## config.mk

```make
export PLATFORM = sky130hd
export DESIGN_NAME = branch_resolve_unit_flat
export DESIGN_NICKNAME = d
export VERILOG_FILES = /design/src/rtl/branch_resolve_unit_if.sv /design/src/rtl/branch_resolve_unit.sv /design/src/flat_wrapper.sv
export SDC_FILE = /design/constraint.sdc
export NUM_CORES = 1
export LEC_CHECK = 0
export ABC_AREA = 0
export BUFFER_PORTS_ARGS = -buffer_cell sky130_fd_sc_hd__buf_2
export CORE_MARGIN = 10
export CORE_UTILIZATION = 40
export DETAILED_ROUTE_END_ITERATION = 12
export PLACE_DENSITY_LB_ADDON = 0.1
export REMOVE_ABC_BUFFERS = 1
export SETUP_SLACK_MARGIN = 0.15
export SLEW_MARGIN = 10
export SYNTH_ARGS = -nofsm -noshare
export SYNTH_HDL_FRONTEND = slang
export SYNTH_SLANG_ARGS = --single-unit
export TNS_END_PERCENT = 5
```

## constraint.sdc

```tcl
create_clock -name CLK -period 3 [get_ports CLK]
set_input_delay 0.3 -clock CLK [delete_from_list [all_inputs] [get_ports CLK]]
set_output_delay 0.3 -clock CLK [all_outputs]
set_load 0.02 [all_outputs]
```

## src/rtl/branch_resolve_unit_if.sv

```systemverilog
// Branch-resolution bus: decode-side request plus registered result/flush outputs.
// BRANCH_STATS_EN adds the BR_CNT/TAKEN_CNT statistics signals.
interface branch_resolve_unit_if #(
   parameter int ADDR_W = 16,
   parameter int CNT_W  = 16
);
   logic              IN_VALID;
   logic [2:0]        OP_TF;
   logic [2:0]        COND;
   logic [ADDR_W-1:0] PC;
   logic [ADDR_W-1:0] IMM_TARGET;
   logic [ADDR_W-1:0] REG_TARGET;
   logic              FLAG_WE;
   logic              O, S, C, Z;
   logic              BR_VALID;
   logic              TAKEN;
   logic [ADDR_W-1:0] TARGET;
   logic              LINK_WE;
   logic [ADDR_W-1:0] LINK_VAL;
   logic              FLUSH;
   logic [3:0]        FLAGS_Q;
`ifdef BRANCH_STATS_EN
   logic [CNT_W-1:0]  BR_CNT;
   logic [CNT_W-1:0]  TAKEN_CNT;
`endif

   modport master (
      output IN_VALID, OP_TF, COND, PC, IMM_TARGET, REG_TARGET, FLAG_WE, O, S, C, Z,
      input  BR_VALID, TAKEN, TARGET, LINK_WE, LINK_VAL, FLUSH, FLAGS_Q
`ifdef BRANCH_STATS_EN
      , input BR_CNT, TAKEN_CNT
`endif
   );

   modport slave (
      input  IN_VALID, OP_TF, COND, PC, IMM_TARGET, REG_TARGET, FLAG_WE, O, S, C, Z,
      output BR_VALID, TAKEN, TARGET, LINK_WE, LINK_VAL, FLUSH, FLAGS_Q
`ifdef BRANCH_STATS_EN
      , output BR_CNT, TAKEN_CNT
`endif
   );
endinterface

```

## src/rtl/branch_resolve_unit.sv

```systemverilog
// Registered branch resolution: flag register, condition/target evaluation, flush window.
// Define BRANCH_STATS_EN to add saturating branch/taken statistics counters.
module branch_resolve_unit #(
   parameter int ADDR_W    = 16,
   parameter int FLUSH_CYC = 2,
   parameter int CNT_W     = 16
) (
   input logic                   CLK,
   input logic                   RESET,
   branch_resolve_unit_if.slave  bus
);
   typedef enum logic {S_IDLE, S_FLUSHING} state_t;

   state_t            r_state;
   logic [2:0]        r_fc;
   logic [3:0]        r_flags;
   logic              r_br_valid;
   logic              r_taken;
   logic [ADDR_W-1:0] r_target;
   logic              r_link_we;
   logic [ADDR_W-1:0] r_link_val;

   logic [3:0]        w_flags;
   logic              w_c;
   logic              w_taken;
   logic              w_accept;
   logic              w_is_jal;
   logic [ADDR_W-1:0] w_pc1;
   logic [ADDR_W-1:0] w_target;

   // Same-cycle ALU flag writes bypass the flag register.
   assign w_flags  = bus.FLAG_WE ? {bus.O, bus.S, bus.C, bus.Z} : r_flags;
   assign w_accept = bus.IN_VALID && (r_state != S_FLUSHING);
   assign w_is_jal = (bus.OP_TF == 3'b011);
   assign w_pc1    = bus.PC + ADDR_W'(1);

   always_comb begin
      w_c = 1'b0;
      case (bus.COND)
         3'b000:  w_c = 1'b1;
         3'b001:  w_c = w_flags[2];
         3'b010:  w_c = w_flags[0];
         3'b100:  w_c = w_flags[1];
         3'b101:  w_c = w_flags[2] & w_flags[0];
         3'b111:  w_c = w_flags[3];
         default: w_c = 1'b0;
      endcase
   end

   always_comb begin
      w_taken = 1'b0;
      case (bus.OP_TF)
         3'b000:                 w_taken = !w_c;
         3'b001:                 w_taken = w_c;
         3'b010, 3'b011, 3'b100: w_taken = 1'b1;
         default:                w_taken = 1'b0;
      endcase
   end

   always_comb begin
      w_target = w_pc1;
      if (w_taken) w_target = (bus.OP_TF == 3'b100) ? bus.REG_TARGET : bus.IMM_TARGET;
   end

   always_ff @(posedge CLK) begin
      if (RESET) begin
         r_state    <= S_IDLE;
         r_fc       <= 3'd0;
         r_flags    <= 4'd0;
         r_br_valid <= 1'b0;
         r_taken    <= 1'b0;
         r_target   <= '0;
         r_link_we  <= 1'b0;
         r_link_val <= '0;
      end else begin
         if (bus.FLAG_WE) r_flags <= {bus.O, bus.S, bus.C, bus.Z};
         r_br_valid <= w_accept;
         r_link_we  <= w_accept && w_is_jal;
         if (w_accept) begin
            r_taken  <= w_taken;
            r_target <= w_target;
            if (w_is_jal) r_link_val <= w_pc1;
         end
         case (r_state)
            S_IDLE: begin
               if (w_accept && w_taken && (FLUSH_CYC != 0)) begin
                  r_state <= S_FLUSHING;
                  r_fc    <= 3'(FLUSH_CYC);
               end
            end
            S_FLUSHING: begin
               r_fc <= r_fc - 3'd1;
               if (r_fc == 3'd1) r_state <= S_IDLE;
            end
            default: r_state <= S_IDLE;
         endcase
      end
   end

   assign bus.BR_VALID = r_br_valid;
   assign bus.TAKEN    = r_taken;
   assign bus.TARGET   = r_target;
   assign bus.LINK_WE  = r_link_we;
   assign bus.LINK_VAL = r_link_val;
   assign bus.FLUSH    = (r_state == S_FLUSHING);
   assign bus.FLAGS_Q  = r_flags;

`ifdef BRANCH_STATS_EN
   logic [CNT_W-1:0] r_br_cnt;
   logic [CNT_W-1:0] r_taken_cnt;

   always_ff @(posedge CLK) begin
      if (RESET) begin
         r_br_cnt    <= '0;
         r_taken_cnt <= '0;
      end else begin
         if (w_accept && (r_br_cnt != '1)) r_br_cnt <= r_br_cnt + CNT_W'(1);
         if (w_accept && w_taken && (r_taken_cnt != '1)) r_taken_cnt <= r_taken_cnt + CNT_W'(1);
      end
   end

   assign bus.BR_CNT    = r_br_cnt;
   assign bus.TAKEN_CNT = r_taken_cnt;
`endif
endmodule

```

## src/flat_wrapper.sv

```systemverilog
// flat-port wrapper written by rule: the top's interface ports become plain ports
module branch_resolve_unit_flat 
#(
   parameter int ADDR_W    = 16,
   parameter int FLUSH_CYC = 2,
   parameter int CNT_W     = 16
)
  (CLK, RESET, bus_IN_VALID, bus_OP_TF, bus_COND, bus_PC, bus_IMM_TARGET, bus_REG_TARGET, bus_FLAG_WE, bus_O, bus_S, bus_C, bus_Z, bus_BR_VALID, bus_TAKEN, bus_TARGET, bus_LINK_WE, bus_LINK_VAL, bus_FLUSH, bus_FLAGS_Q);
  branch_resolve_unit_if #(.ADDR_W(ADDR_W), .CNT_W(CNT_W)) bus_i ();
  input logic CLK;
  input logic RESET;
  input wire logic [$bits(bus_i.IN_VALID)-1:0] bus_IN_VALID;
  input wire logic [$bits(bus_i.OP_TF)-1:0] bus_OP_TF;
  input wire logic [$bits(bus_i.COND)-1:0] bus_COND;
  input wire logic [$bits(bus_i.PC)-1:0] bus_PC;
  input wire logic [$bits(bus_i.IMM_TARGET)-1:0] bus_IMM_TARGET;
  input wire logic [$bits(bus_i.REG_TARGET)-1:0] bus_REG_TARGET;
  input wire logic [$bits(bus_i.FLAG_WE)-1:0] bus_FLAG_WE;
  input wire logic [$bits(bus_i.O)-1:0] bus_O;
  input wire logic [$bits(bus_i.S)-1:0] bus_S;
  input wire logic [$bits(bus_i.C)-1:0] bus_C;
  input wire logic [$bits(bus_i.Z)-1:0] bus_Z;
  output wire logic [$bits(bus_i.BR_VALID)-1:0] bus_BR_VALID;
  output wire logic [$bits(bus_i.TAKEN)-1:0] bus_TAKEN;
  output wire logic [$bits(bus_i.TARGET)-1:0] bus_TARGET;
  output wire logic [$bits(bus_i.LINK_WE)-1:0] bus_LINK_WE;
  output wire logic [$bits(bus_i.LINK_VAL)-1:0] bus_LINK_VAL;
  output wire logic [$bits(bus_i.FLUSH)-1:0] bus_FLUSH;
  output wire logic [$bits(bus_i.FLAGS_Q)-1:0] bus_FLAGS_Q;
  assign bus_i.IN_VALID = bus_IN_VALID;
  assign bus_i.OP_TF = bus_OP_TF;
  assign bus_i.COND = bus_COND;
  assign bus_i.PC = bus_PC;
  assign bus_i.IMM_TARGET = bus_IMM_TARGET;
  assign bus_i.REG_TARGET = bus_REG_TARGET;
  assign bus_i.FLAG_WE = bus_FLAG_WE;
  assign bus_i.O = bus_O;
  assign bus_i.S = bus_S;
  assign bus_i.C = bus_C;
  assign bus_i.Z = bus_Z;
  assign bus_BR_VALID = bus_i.BR_VALID;
  assign bus_TAKEN = bus_i.TAKEN;
  assign bus_TARGET = bus_i.TARGET;
  assign bus_LINK_WE = bus_i.LINK_WE;
  assign bus_LINK_VAL = bus_i.LINK_VAL;
  assign bus_FLUSH = bus_i.FLUSH;
  assign bus_FLAGS_Q = bus_i.FLAGS_Q;
  branch_resolve_unit #(.ADDR_W(ADDR_W), .FLUSH_CYC(FLUSH_CYC), .CNT_W(CNT_W)) u_core (.CLK(CLK), .RESET(RESET), .bus(bus_i));
endmodule
```

# Yosys cells after proc, flatten, opt, wreduce, memory -nomap -nowiden
# Index checks and enable logic that the tools add are counted.
# totals
ff_bits,43
latch_bits,0
elab_cells,41
mem_count,0
out_inout_bits,40
rom_bits,0
ram_bits,0
# op_classes
eq_ne,11
n_mul,0
shift,0
addsub,2
n_reduce_logical,8
mux,10
n_bitwise,2
order_cmp,0
div,0
# op_table
cell,n
$mux W16,2
$add A16 B1 Y16 const B,1
$eq A3 B3 Y1 const B,4
$eq A3 B1 Y1 const B,3
$eq A3 B2 Y1 const B,3
$logic_not A3 Y1,2
$pmux W1 S6,1
$pmux W3 S2,1
$mux W4,1
$logic_and A1 B1 Y1,3
$mux W3,1
$pmux W1 S3,1
$reduce_or A3 Y1,1
$sub A3 B1 Y3 const B,1
$mux W1,2
$ne A2 B2 Y1 const B,1
$pmux W1 S2,1
$reduce_and A2 Y1,1
$and A1 B1 Y1,1
$logic_not A1 Y1,1
$not A1 Y1,1

# Longest topological paths before layout
# logic_depth
word_depth,8
depth_mapped,7
ltp_nobuf,7

# Worst setup path before layout
# Ideal clock, no wire load.
# synth_timing
kind,register to register
start,"register u_core.r_flags[3], in the netlist u_core.bus.FLAGS_Q[3]"
end,"register u_core.r_target[12], in the netlist u_core.bus.TARGET[12]"
path_slack_ps,881
t_arrival_ps,1997
path_stages_with_launch,8
path_buffers,1
period_less_slack_ps,2119
setup_ps,122
path_cell_list,dfxtp_1 > mux2_4 > a311o_1 > o221ai_2 > xnor2_2 > buf_6 > nor3_2 > a221o_1
# synth_between
elab_chain_len,5
# synth_rtl
element,line,rtl
start: declaration,branch_resolve_unit.sv:16,logic [3:0] r_flags;
start signal: assignment,branch_resolve_unit.sv:76,"if (bus.FLAG_WE) r_flags <= {bus.O, bus.S, bus.C, bus.Z};"
$mux W4 *,-,
$pmux W1 S6 *,branch_resolve_unit.sv:39,case (bus.COND)
$logic_not A1 Y1,branch_resolve_unit.sv:53,3'b000: w_taken = !w_c;
$pmux W1 S3 *,branch_resolve_unit.sv:52,case (bus.OP_TF)
$mux W16 *,branch_resolve_unit.sv:62,if (w_taken) w_target = (bus.OP_TF == 3'b100) ? bus.REG_TARGET : bus.IMM_TARGET;
end signal: assignment,branch_resolve_unit.sv:81,r_target <= w_target;
end: declaration,branch_resolve_unit.sv:19,logic [ADDR_W-1:0] r_target;
# Mark *: on every way between the ends. The rest lies on a longest branch, timed or not.
# A chain may end at the register's enable or synchronous reset.

# Worst setup path after layout
# layout_timing
start,"register u_core.r_flags[3], in the netlist u_core.bus.FLAGS_Q[3]"
end,"register u_core.r_target[5], in the netlist u_core.bus.TARGET[5]"
# The elaborated chain is that of the path after synthesis.

==> impl_metrics.env <==
export IMPL_routedWlPerCell_um=15.4
export IMPL_viasPerCell=5.10
export IMPL_async_flop_share_pct=0
export IMPL_cts_resized=0
export IMPL_ys_warn_count=0
export IMPL_rows=27
export IMPL_synth_cells=280
export IMPL_dieArea_um2=9270
export IMPL_fin_worst_skew_ns=0.00645
export IMPL_synth_area_leaders="dfxtp_1 (37%), nor2_1 (7.9%), mux2i_1 (6.9%), a211oi_1 (4.8%), a221o_1 (4.3%)"
export IMPL_clk_path_buf_depth=2
export IMPL_fmax_mhz=424
export IMPL_cts_clk_slew_worst_paths_ns=0.08
export IMPL_final_max_slew_violation_count=0
export IMPL_power_per_cell_area_nw_per_um2=454
export IMPL_hold_viol_final=0
export IMPL_ys_seq_area_share_pct=37.0
export IMPL_grt_pass1_vias=2285
export IMPL_cp_end_kind="flop"
export IMPL_cap_violations=0
export IMPL_crit_path_start_kind="flop"
export IMPL_synth_top_flop_cell="dfxtp_1"
export IMPL_start_util_pct=41.7
export IMPL_design_area_um2=2970
export IMPL_synth_edf_count=0
export IMPL_io_buffers=101
export IMPL_track_usage_pct=14.6
export IMPL_synth_seq_cells=43
export IMPL_avgSynthCellArea_um2=8.31
export IMPL_syn_to_final_growth_pct=27.8
export IMPL_wirelength_um=6890
export IMPL_arrival_ns=2.54
export IMPL_cts_hold_buffers=0
export IMPL_hp_class="input port to flop"
export IMPL_grt_first_pass_wirelength_um=10800
export IMPL_vdd_drop_max_uv=189
export IMPL_drt_iter0_drc=104
export IMPL_ys_types=41
export IMPL_core_um2=5570
export IMPL_htreeDepth=2
export IMPL_die_w_um=96.3
export IMPL_dr_pass1_iters=4
export IMPL_fin_nets=441
export IMPL_synth_top_area_share_pct=37.0
export IMPL_p_leak_nw=1.36
export IMPL_criticalPathCategory="flop to flop"
export IMPL_finalSetupViolations=0
export IMPL_period_needed_ns=2.36
export IMPL_cts_tree="built"
export IMPL_antenna_cells=0
export IMPL_antenna_found_initial=0
export IMPL_tns_ns=0
export IMPL_insertion_delay_ns=0.29
export IMPL_dpl_hpwl_um=5280
export IMPL_layout_commonest_cell="buf_2"
export IMPL_postPlaceCellArea_um2=2890
export IMPL_layout_drive_gt1_share_pct=33.8
export IMPL_gp_congestion=0.802
export IMPL_synth_area_leader_cell="dfxtp_1"
export IMPL_vias=2287
export IMPL_cts_sinks=43
export IMPL_fin_crit_sh_pct=78.5
export IMPL_rsz0062_at_grt="no"
export IMPL_syn_area_um2=2330
export IMPL_slew_headroom_pct=49.4
export IMPL_route_detailed_drc=0
export IMPL_cts_setup_buffers=0
export IMPL_cts_buffers=5
export IMPL_grt_start_max_net_pins=29
export IMPL_grt_ovfl_total=0
export IMPL_worstPathRequired_ns=3.18
export IMPL_most_common_layout_cells="buf_2 (101), nor2_1 (48), dfxtp_1 (43)"
export IMPL_antenna_left=0
export IMPL_num_io_pins=102
export IMPL_outcome="complete, no violations"
export IMPL_ctsRootBufferMaster="clkbuf_8"
export IMPL_crit_fanout=21
export IMPL_tightest_slew_ns=0.758
export IMPL_die_h_um=96.3
==> report_power, final <==
part	leakage (nW)	switching (W)	internal, W
clock network	0.0470	0.000194	0.000181
logic	0.964	0.000204	0.000138
registers	0.352	0.0000225	0.000612
==> sequential cells by signal, summed over array words and instances (netlist names) <==
register / cells
u_core.bus.BR_VALID: 1
u_core.bus.FLAGS_Q: 4
u_core.bus.FLUSH: 1
u_core.bus.LINK_VAL: 16
u_core.bus.LINK_WE: 1
u_core.bus.TAKEN: 1
u_core.bus.TARGET: 16
u_core.r_fc: 3
==> path summary, 6_finish.rpt <==
check,slack (ns),from,to,depth (start not counted)
hold / removal,0.26,bus_C,u_core.bus.FLAGS_Q[1],3
setup / recovery,0.64,u_core.bus.FLAGS_Q[3],u_core.bus.TARGET[5],7
setup reg to reg,0.64,u_core.bus.FLAGS_Q[3],u_core.bus.TARGET[5],7
hold reg to reg,0.45,u_core.bus.TARGET[4],u_core.bus.TARGET[4],2
==> critical path: stages, from the launching register on <==
cell	delay (ns)
dfxtp_1	0.31
mux2_4	0.27
a311o_1	0.41
o221ai_2	0.32
xnor2_2	0.22
buf_4	0.33
nor3_1	0.09
a221o_1	0.27
==> through the flow <==
step | utilization (%) | hold slack, ns | worst slack (ns) | power, W | std cells
after floorplan | - | 0.369 | 0.646 | 0.000848 | 262
after global routing | 53.3 | 0.260 | 0.546 | 0.00143 | 448
after CTS | 53.3 | 0.251 | 0.652 | 0.00137 | 448
final | 53.3 | 0.259 | 0.644 | 0.00135 | 448
after global placement | 51.8 | 0.437 | 0.508 | 0.000988 | 441
after detailed placement | 51.8 | 0.438 | 0.465 | 0.000993 | 441
==> synth_stat cells (2+ instances only) <==
library cell and count:
a211oi_1 15, a21oi_1 7, a221o_1 10, and3_1 2, buf_6 2, clkbuf_1 14, dfxtp_1 43, ha_1 3
inv_1 9, mux2i_1 16, nand2_1 18, nand3_1 10, nand3b_1 2, nand4_1 3, nor2_1 49, nor2b_1 3
nor3_1 12, nor3_2 4, nor4_1 2, o211ai_1 2, o21a_1 3, o21ai_0 8, o21ai_1 10, or2_2 2
or4_1 2, xnor2_1 10, xor2_1 5
==> cell type report <==
| type | count | area [µm²] |
|---|---|---|
| flip-flops and latches | 43 | 861 |
| clock inverters | 1 | 5.00 |
| inverters | 9 | 33.8 |
| clock buffers | 6 | 82.6 |
| fillers | 597 | 2600 |
| repair buffers | 107 | 551 |
| well taps | 72 | 90.1 |
| multi-input cells | 210 | 1350 |
==> routing by layer <==
layer / vias to the layer above / track usage (%) / part of all wire [%]
li1: 1185 / - / -
met1: 1029 / 18.7 / 45
met2: 68 / 21.8 / 44
met3: 5 / 6.54 / 9.7
met4: 0 / 3.69 / 0.81
met5: - / 0 / 0
==> cells by family after synthesis <==
group	after synthesis	share of synthesized area, %
simple gates	111	22.3
xor+xnor	16	6.35
fa+ha+maj	3	1.61
flops	43	37.0
compound gates	62	19.6
mux	18	8.01
buf+inv	27	5.06
Note: power is estimated with default switching activity, not from simulation.
